**src/rtl/llander_input_pkg.sv**
```systemverilog
// Shared types and default constants for the Lunar Lander input conditioner.
package llander_input_pkg;

  typedef logic [7:0] thrust_t;

  localparam int LL_THRUST_MAX = 254;
  localparam int LL_TURN_ON    = 64;
  localparam int LL_TURN_OFF   = 48;
  localparam int LL_TICK_DIV   = 98425;
  localparam int LL_SLEW_STEP  = 4;

endpackage

```
**src/rtl/llander_thrust_ctrl_turn_hysteresis.sv**
```systemverilog
// Set/clear comparator flag on a signed 9-bit stick axis; BELOW selects the
// negative side (set when x < SET_TH, clear when x > CLR_TH).
module turn_hysteresis
  #(parameter int SET_TH = 64,
    parameter int CLR_TH = 48,
    parameter bit BELOW  = 1'b0)
  (input  logic              clk_sys,
   input  logic              reset,
   input  logic signed [8:0] x,
   output logic              flag_nxt);

  localparam logic signed [8:0] SET_S = 9'(SET_TH);
  localparam logic signed [8:0] CLR_S = 9'(CLR_TH);

  logic flag;
  logic set_hit;
  logic clr_hit;

  always_comb begin
    set_hit  = BELOW ? (x < SET_S) : (x > SET_S);
    clr_hit  = BELOW ? (x > CLR_S) : (x < CLR_S);
    flag_nxt = flag;
    if (set_hit)
      flag_nxt = 1'b1;
    else if (clr_hit)
      flag_nxt = 1'b0;
  end

  always_ff @(posedge clk_sys) begin
    if (reset)
      flag <= 1'b0;
    else
      flag <= flag_nxt;
  end

endmodule

```
**src/rtl/llander_thrust_ctrl.sv**
```systemverilog
// Joystick/d-pad conditioner feeding the Lunar Lander THRUST lever and rotate inputs.
// Optional macro THRUST_SLEW_EN: analog thrust slews toward target on prescaler ticks.
module llander_thrust_ctrl
  import llander_input_pkg::*;
  #(parameter int TICK_DIV   = LL_TICK_DIV,
    parameter int THRUST_MAX = LL_THRUST_MAX,
    parameter int TURN_ON    = LL_TURN_ON,
`ifdef THRUST_SLEW_EN
    parameter int TURN_OFF   = LL_TURN_OFF,
    parameter int SLEW_STEP  = LL_SLEW_STEP
`else
    parameter int TURN_OFF   = LL_TURN_OFF
`endif
  )
  (input  logic       clk_sys,
   input  logic       reset,
   input  logic       mode_dpad,
   input  logic       joy_up,
   input  logic       joy_down,
   input  logic       joy_left,
   input  logic       joy_right,
   input  logic [7:0] analog_x,
   input  logic [7:0] analog_y,
   output logic [7:0] thrust,
   output logic       rot_left_l,
   output logic       rot_right_l);

  localparam int      CNT_W = (TICK_DIV > 1) ? $clog2(TICK_DIV) : 1;
  localparam thrust_t TMAX  = thrust_t'(THRUST_MAX);

  function automatic thrust_t sat_target(input logic signed [8:0] t);
    if (t < 9'sd0)
      return '0;
    else if (t > $signed({1'b0, TMAX}))
      return TMAX;
    else
      return t[7:0];
  endfunction

`ifdef THRUST_SLEW_EN
  localparam thrust_t STEP = thrust_t'(SLEW_STEP);

  // Final step lands exactly on target, so thrust never overshoots.
  function automatic thrust_t slew_toward(input thrust_t cur, input thrust_t tgt);
    thrust_t diff;
    if (tgt > cur) begin
      diff = tgt - cur;
      return (diff > STEP) ? cur + STEP : tgt;
    end else begin
      diff = cur - tgt;
      return (diff > STEP) ? cur - STEP : tgt;
    end
  endfunction
`endif

  logic [CNT_W-1:0]  presc_cnt;
  logic              tick;
  logic signed [8:0] y_s;
  logic signed [8:0] x_s;
  logic signed [8:0] target_s;
  thrust_t           target;
  logic              mode_p1;
  logic              dpad_rise;
  thrust_t           acc;
  thrust_t           acc_nxt;
  thrust_t           analog_nxt;
  thrust_t           thrust_nxt;
  logic              left_nxt;
  logic              right_nxt;

  assign tick = (presc_cnt == CNT_W'(TICK_DIV - 1));

  always_ff @(posedge clk_sys) begin
    if (reset || tick)
      presc_cnt <= '0;
    else
      presc_cnt <= presc_cnt + 1'b1;
  end

  // Stage 0: combinational targets from the raw stick and d-pad state
  assign y_s       = {analog_y[7], analog_y};
  assign x_s       = {analog_x[7], analog_x};
  assign target_s  = 9'sd127 - y_s;
  assign target    = sat_target(target_s);
  assign dpad_rise = mode_dpad & ~mode_p1;

  // Accumulator picks up the live thrust on entry so the lever does not jump.
  always_comb begin
    acc_nxt = acc;
    if (dpad_rise)
      acc_nxt = thrust;
    else if (mode_dpad && tick) begin
      if (joy_up && !joy_down && (acc < TMAX))
        acc_nxt = acc + 8'd1;
      else if (joy_down && !joy_up && (acc != '0))
        acc_nxt = acc - 8'd1;
    end
  end

  always_comb begin
`ifdef THRUST_SLEW_EN
    analog_nxt = tick ? slew_toward(thrust, target) : thrust;
`else
    analog_nxt = target;
`endif
    thrust_nxt = mode_dpad ? acc_nxt : analog_nxt;
  end

  turn_hysteresis #(.SET_TH(-TURN_ON), .CLR_TH(-TURN_OFF), .BELOW(1'b1)) u_left (
    .clk_sys  (clk_sys),
    .reset    (reset),
    .x        (x_s),
    .flag_nxt (left_nxt)
  );

  turn_hysteresis #(.SET_TH(TURN_ON), .CLR_TH(TURN_OFF), .BELOW(1'b0)) u_right (
    .clk_sys  (clk_sys),
    .reset    (reset),
    .x        (x_s),
    .flag_nxt (right_nxt)
  );

  // Stage 1: registered outputs to the core
  always_ff @(posedge clk_sys) begin
    if (reset) begin
      mode_p1     <= 1'b0;
      acc         <= '0;
      thrust      <= '0;
      rot_left_l  <= 1'b1;
      rot_right_l <= 1'b1;
    end else begin
      mode_p1     <= mode_dpad;
      acc         <= acc_nxt;
      thrust      <= thrust_nxt;
      rot_left_l  <= ~(joy_left | left_nxt);
      rot_right_l <= ~(joy_right | right_nxt);
    end
  end

endmodule
```
**config.mk**
```make
export PLATFORM = sky130hd
export DESIGN_NAME = llander_thrust_ctrl
export DESIGN_NICKNAME = d
export VERILOG_FILES = /design/src/rtl/llander_input_pkg.sv /design/src/rtl/llander_thrust_ctrl_turn_hysteresis.sv /design/src/rtl/llander_thrust_ctrl.sv
export SDC_FILE = /design/constraint.sdc
export NUM_CORES = 1
export LEC_CHECK = 0
export CAP_MARGIN = 15
export CELL_PAD_IN_SITES_DETAIL_PLACEMENT = 1
export CELL_PAD_IN_SITES_GLOBAL_PLACEMENT = 2
export CORE_MARGIN = 4
export CORE_UTILIZATION = 35
export CTS_CLUSTER_SIZE = 12
export DETAILED_ROUTE_END_ITERATION = 8
export DONT_BUFFER_PORTS = 1
export PLACE_DENSITY = 0.75
export SYNTH_ARGS = -nofsm -noshare
export SYNTH_HDL_FRONTEND = slang
export SYNTH_SLANG_ARGS = --single-unit
```
**constraint.sdc**
```tcl
create_clock -name clk_sys -period 2.5 [get_ports clk_sys]
set_input_delay 0.375 -clock clk_sys [delete_from_list [all_inputs] [get_ports clk_sys]]
set_output_delay 0.375 -clock clk_sys [all_outputs]
set_load 0.02 [all_outputs]
```
==> results of run 1 <==
cells by family (layout without fill, tap and decap cells):
group | Yosys count | count (layout)
simple gates | 98 | 98
compound gates | 61 | 61
flops | 38 | 38
buf+inv | 18 | 17
fa+ha+maj | 5 | 5
xor+xnor | 18 | 18
cell usage after synthesis, drive strengths merged (5+ instances only):
library cell,instances
xor2,9
xnor2,9
a21oi,19
ha,5
o21ai,19
nand3,6
nor3,6
nor2,30
nand2,15
clkbuf,5
inv,9
nor2b,6
nand4,7
dfxtp,38
power by group through the flow:
stage	Clock (mW)	Sequential, mW	Combinational [mW]
after floorplan	0	0.678	0.114
after global placement	0	0.691	0.131
after detailed placement	0	0.691	0.130
after CTS	0.434	0.677	0.131
after global routing	0.464	0.682	0.145
final	0.418	0.677	0.130
final timing paths:
check	start	to	slack (ps)	depth (start not counted)
min reg2reg	presc_cnt[0]	presc_cnt[0]	480	1
min	reset	thrust[7]	150	1
max	presc_cnt[13]	thrust[1]	310	6
max reg2reg	presc_cnt[13]	thrust[1]	310	6
layer usage:
layer  GRT usage  vias up
met5           0        -
li1            -      857
met3     0.05232        5
met4     0.03509        0
met1      0.1975      807
met2      0.2176       32
sequential cells by signal, summed over array words and instances, names as in the netlist:
register / count
thrust: 8
u_left.flag: 1
mode_p1: 1
acc: 8
rot_left_l: 1
presc_cnt: 17
u_right.flag: 1
rot_right_l: 1
stage by stage:
step / hold WS [ps] / instance area (sq um) / util / power (mW) / setup slack [ps]
after floorplan: 437.7 / 1998 / - / 0.7920 / 640.0
after global placement: 446.8 / 2058 / 0.3738 / 0.8219 / 315.9
after detailed placement: 448.6 / 2058 / 0.3738 / 0.8215 / 313.2
after CTS: 144.8 / 2141 / 0.3888 / 1.242 / 297.5
after global routing: 136.6 / 2141 / 0.3888 / 1.291 / 163.8
final: 149.7 / 2141 / 0.3888 / 1.225 / 311.4
area by class of cell:
cell class                 instances  area (sq um)
inverter                           9         33.78
multi-input combinational        182          1159
tap                               72         90.09
timing repair buffer               2         15.01
clock buffer                       6         82.58
sequential                        38         760.7
fill                             667          3366
cell usage in the layout (no fill, tap or decap), types with 2 or more instances in the layout:
cell and instances:
dfxtp_1 38, nor2_1 29, a21oi_1 19, nand2_1 15
o21ai_0 15, inv_1 9, xnor2_1 9, xor2_1 9
nand4_1 7, nand3_1 6, nor2b_1 6, nor3_1 6
clkbuf_8 6, ha_1 5, and3_1 4, o211ai_1 4
or3_1 4, nor4_1 3, a211oi_1 3, o21ai_1 3
or4_1 3, a31oi_1 3, o21a_1 2, nand2b_1 2
nor4b_1 2, buf_4 2
==> results_dict.tcl, run 1 <==
set metrics [dict create \
    cts.repair.resized 0 \
    track_usage 0.1450 \
    cp.required_ps 2660 \
    cp.arrival_ps 2350 \
    synth_fa_ha_area_frac 0.03131 \
    hold_class "primary input to flop" \
    die_h_um 83.56 \
    clock_path_buffers 2 \
    drive_gt1_frac 0.06329 \
    synthMuxAreaShare 0 \
    drc 0 \
    ys_types 50 \
    pwr-share-comb 0.106 \
    via_per_inst 5.505 \
    critPathTopFamily "simple AND/OR/NAND/NOR gates" \
    finalNetCount 266 \
    cp.buffers_inverters 0 \
    synth_compound_area_frac 0.2023 \
    wire_per_inst_um 16.05 \
    slowest_stage "or2_1" \
    crit_chain "nor4_1 -> nand4b_1 -> or2_1 -> o211ai_1 -> a2bb2oi_1 -> a311oi_1" \
    p_per_area_mw_per_mm2 572.1 \
    startpoint_type "flop" \
    grt_pass1_wl_um 8397 \
    clock-sinks 38 \
    hold_viol_final 0 \
    cts_root_buffer "clkbuf_8" \
    synth_xor_area_frac 0.07890 \
    port_buffers 0 \
    relSlewSlack 0.6739 \
    syn_area_sq_mm 0.001998 \
    yosysTopAreaCellShare 0.3807 \
    dieWidth_um 83.56 \
    start_util 0.3629 \
    criticalPathCategory "flop to flop" \
    dieArea_sq_mm 0.006982 \
    dr.max_layer_used "met4" \
    async_reset_ff_frac 0 \
    synth_top_family_by_area "simple AND/OR/NAND/NOR gates" \
    cts_made_buffers 5 \
    finalSetupViolations 0 \
    pwr-share-clk 0.341 \
    finalMaxSlewViolations 0 \
    first_pass_iters 4 \
    p_leak_nw 0.7015 \
    fp-row-count 27 \
    status "complete, no violations" \
    cts_max_level 2 \
    cts_tree "yes" \
    rsz0062_at_grt "false" \
    fp.coreArea_sq_mm 0.005507 \
    synth_edf_count 0 \
    synth_nets 266 \
    wl_met3_um 272 \
    switchingPower_uw 325.3 \
    dpl.hpwl_um 3770 \
    worstSetupEndpointType "flop" \
    cts_hold_buf 0 \
    synth_area_per_cell_sq_um 8.396 \
    post-route-min-period_ps 2189 \
    instances_no_fill 309 \
    p_sw_frac 0.2656 \
    drtIter0Drc 34 \
    syn2layout_area_growth_pct 7.138 \
    path_max_fanout 8 \
    place_congestion 0.7322 \
    tns_ps 0 \
    netlist_instances 238 \
    ys_seq_area_frac 0.3807 \
    ys_seq_elements 38 \
    yosysTopAreaCell "dfxtp_1" \
    placedCellCount 303 \
    antenna_cells 0 \
    ir_drop_uv 347.9 \
    antenna_found_initial 0 \
    grt_overflow_total 0 \
    yosys_warnings 0 \
    fin_crit_sh 0.8754 \
    slowest_delay_ps 440 \
    max_cap_viol_count 0 \
    grt_pass1_vias 1739 \
    routed-wl-met2_um 2083 \
    synthSimpleGateAreaFrac 0.2674 \
    cts.clk_slew.worst_paths_ps 70 \
    clk_latency_ps 280 \
    yosys-top-cells-area "dfxtp_1 (38%), nor2_1 (5.4%), a21oi_1 (4.8%), xnor2_1 (3.9%), xor2_1 (3.9%)" \
    grt_max_degree 18 \
    cts_setup_buffers 0 \
    vias 1701 \
    wirelength_um 4958 \
    intPower_uw 899.3 \
    met1_length_um 2544 \
    synthFlopType "dfxtp_1" \
    ant_nets 0 \
    fmax_mhz 456.9 \
    skew_ps 2.535 \
    power_frac_seq 0.553 \
    worstMarginPinSlew_ps 488.6 \
    io_pins 33 \
]
Note: power is estimated with default switching activity, not from simulation.
==> inputs of run 2 (changes only) <==
--- a/config.mk
+++ b/config.mk
@@ -14,6 +14,7 @@
 export DETAILED_ROUTE_END_ITERATION = 8
 export DONT_BUFFER_PORTS = 1
 export PLACE_DENSITY = 0.75
+export RECOVER_POWER = 100
 export SYNTH_ARGS = -nofsm -noshare
 export SYNTH_HDL_FRONTEND = slang
 export SYNTH_SLANG_ARGS = --single-unit
==> run 2 against run 1 <==
Effect of this change: sequential share of layout area grew 0.51 points; design area decreased by 1.4%; sequential cell count is the same; worst hold slack better by 0.59 ps; clock skew hardly changed; highest routed layer unchanged; wire length is 0.42% higher; critical path type unchanged.
==> results_dict.tcl, run 2 (synthesis results as in run 1) <==
set metrics [dict create \
    die_h_um 83.56 \
    clock_path_buffers 2 \
    skew_ps 2.524 \
    cts.repair.resized 0 \
    cts_hold_buf 0 \
    dieArea_sq_mm 0.006982 \
    criticalPathCategory "flop to flop" \
    top_register "presc_cnt" \
    nFillCells 665 \
    io_pins 33 \
    via_per_inst 5.531 \
    antenna_cells 0 \
    met3_usage 0.05232 \
    place_ws_ps 313.2 \
    rsz0062_at_grt "false" \
    drtIter0Drc 39 \
    dpl.hpwl_um 3770 \
    place_congestion 0.7322 \
    fin_crit_sh 0.8925 \
    p_leak_nw 0.6962 \
    start_util 0.3629 \
    fp.coreArea_sq_mm 0.005507 \
    finalMaxSlewViolations 0 \
    top_regs "presc_cnt (17), acc (8), thrust (8)" \
    drive_gt1_frac 0.04219 \
    grt_pass1_wl_um 8397 \
    wire_per_inst_um 16.11 \
    vias 1709 \
    hold_class "primary input to flop" \
    cp-endpoint "thrust[0]" \
    relSlewSlack 0.4913 \
    grt_overflow_total 0 \
    startpoint_type "flop" \
    wirelength_um 4979 \
    cts_made_buffers 5 \
    syn2layout_area_growth_pct 5.635 \
    placedCellCount 303 \
    clock-sinks 38 \
    layout_commonest_cell "dfxtp_1" \
    reg2reg_slack_ps 270 \
    ant_nets 0 \
    cp.arrival_ps 2440 \
    layout_common_cells "dfxtp_1 (38), nor2_1 (29), a21oi_1 (19)" \
    fmax_mhz 448.2 \
    crit_start "acc[3]" \
    first_pass_iters 4 \
    clk_latency_ps 280 \
    path_max_fanout 10 \
    cts_setup_buffers 0 \
    status "complete, no violations" \
    post-route-min-period_ps 2231 \
    fp-row-count 27 \
    drc 0 \
    largest_reg_flops 17 \
    port_buffers 0 \
    antenna_found_initial 0 \
    worstMarginPinSlew_ps 763.1 \
    grt_max_degree 18 \
    dieWidth_um 83.56 \
    hold_viol_final 0 \
    p_per_area_mw_per_mm2 575.4 \
    finalNetCount 266 \
    track_usage 0.1450 \
    setup_ws_ps 268.7 \
    tns_ps 0 \
    grt_util_met1 0.1975 \
    r2r_cells 6 \
    r2r-start "acc[3]" \
    worstSetupEndpointType "flop" \
    max_cap_viol_count 0 \
    r2r-end "thrust[0]" \
    cts_root_buffer "clkbuf_8" \
    cts.clk_slew.worst_paths_ps 70 \
    grt_busiest_layer "met2" \
    cts_tree "yes" \
    instances_no_fill 309 \
    grt_pass1_vias 1739 \
    ir_drop_uv 347.5 \
    grtUsageMet2 0.2176 \
    cp.required_ps 2710 \
    cts_max_level 2 \
    finalSetupViolations 0 \
]
[run 2: cell types whose count changed in the layout (fill, tap and decap cells not counted)]
cell | before | now
o21ai_2 | 1 | 0
or4_1 | 3 | 4
o31ai_1 | 0 | 1
o31ai_4 | 1 | 0
clkbuf_1 | 0 | 1
o21ai_1 | 3 | 2
a211oi_2 | 1 | 0
buf_4 | 2 | 1
or4_4 | 1 | 0
a211oi_1 | 3 | 4
o21ai_0 | 15 | 17
[run 2: layout make-up]
class,count,area (sq um),share of cell area
timing repair buffer,2,11.26,0.005335
multi-input combinational,182,1132,0.5365
tap,72,90.09,0.04268
sequential,38,760.7,0.3604
clock buffer,6,82.58,0.03912
inverter,9,33.78,0.01600
[run 2: metrics by stage]
| step | total power, mW | instance area, sq um | util | hold WS [ps] |
|---|---|---|---|---|
| floorplan | 0.7920 | 1998 | - | 437.7 |
| global placement | 0.8219 | 2058 | 0.3738 | 446.8 |
| detailed placement | 0.8215 | 2058 | 0.3738 | 448.6 |
| CTS | 1.242 | 2141 | 0.3888 | 144.8 |
| global route | 1.281 | 2111 | 0.3833 | 136.6 |
| finish | 1.215 | 2111 | 0.3833 | 150.3 |
[run 2: worst min-delay path by stage]
stage / cells past startpoint / to / slack, ps / startpoint
after CTS: 1 / thrust[7] / 140 / reset
after floorplan: 1 / presc_cnt[0] / 440 / presc_cnt[0]
after detailed placement: 1 / thrust[7] / 450 / reset
final: 1 / thrust[7] / 150 / reset
after global routing: 1 / thrust[1] / 140 / reset
after global placement: 1 / thrust[7] / 450 / reset
[run 2: where the power goes]
part	internal, mW	switching (mW)
sequential	0.632	0.0444
combinational	0.0502	0.0706
clock	0.213	0.205
[run 2: worst max-delay path: stages (launching register included)]
cell and delay (ps):
dfxtp_1 400, or4_1 640, o31ai_1 460, a211oi_1 170, xnor2_1 240, nor2_1 90, o21ai_0 150
[run 2: routing by layer]
layer	vias to the layer above	wire (um)
met5	-	0
met4	0	58
met3	5	314
met2	45	2096
met1	805	2510
li1	854	-
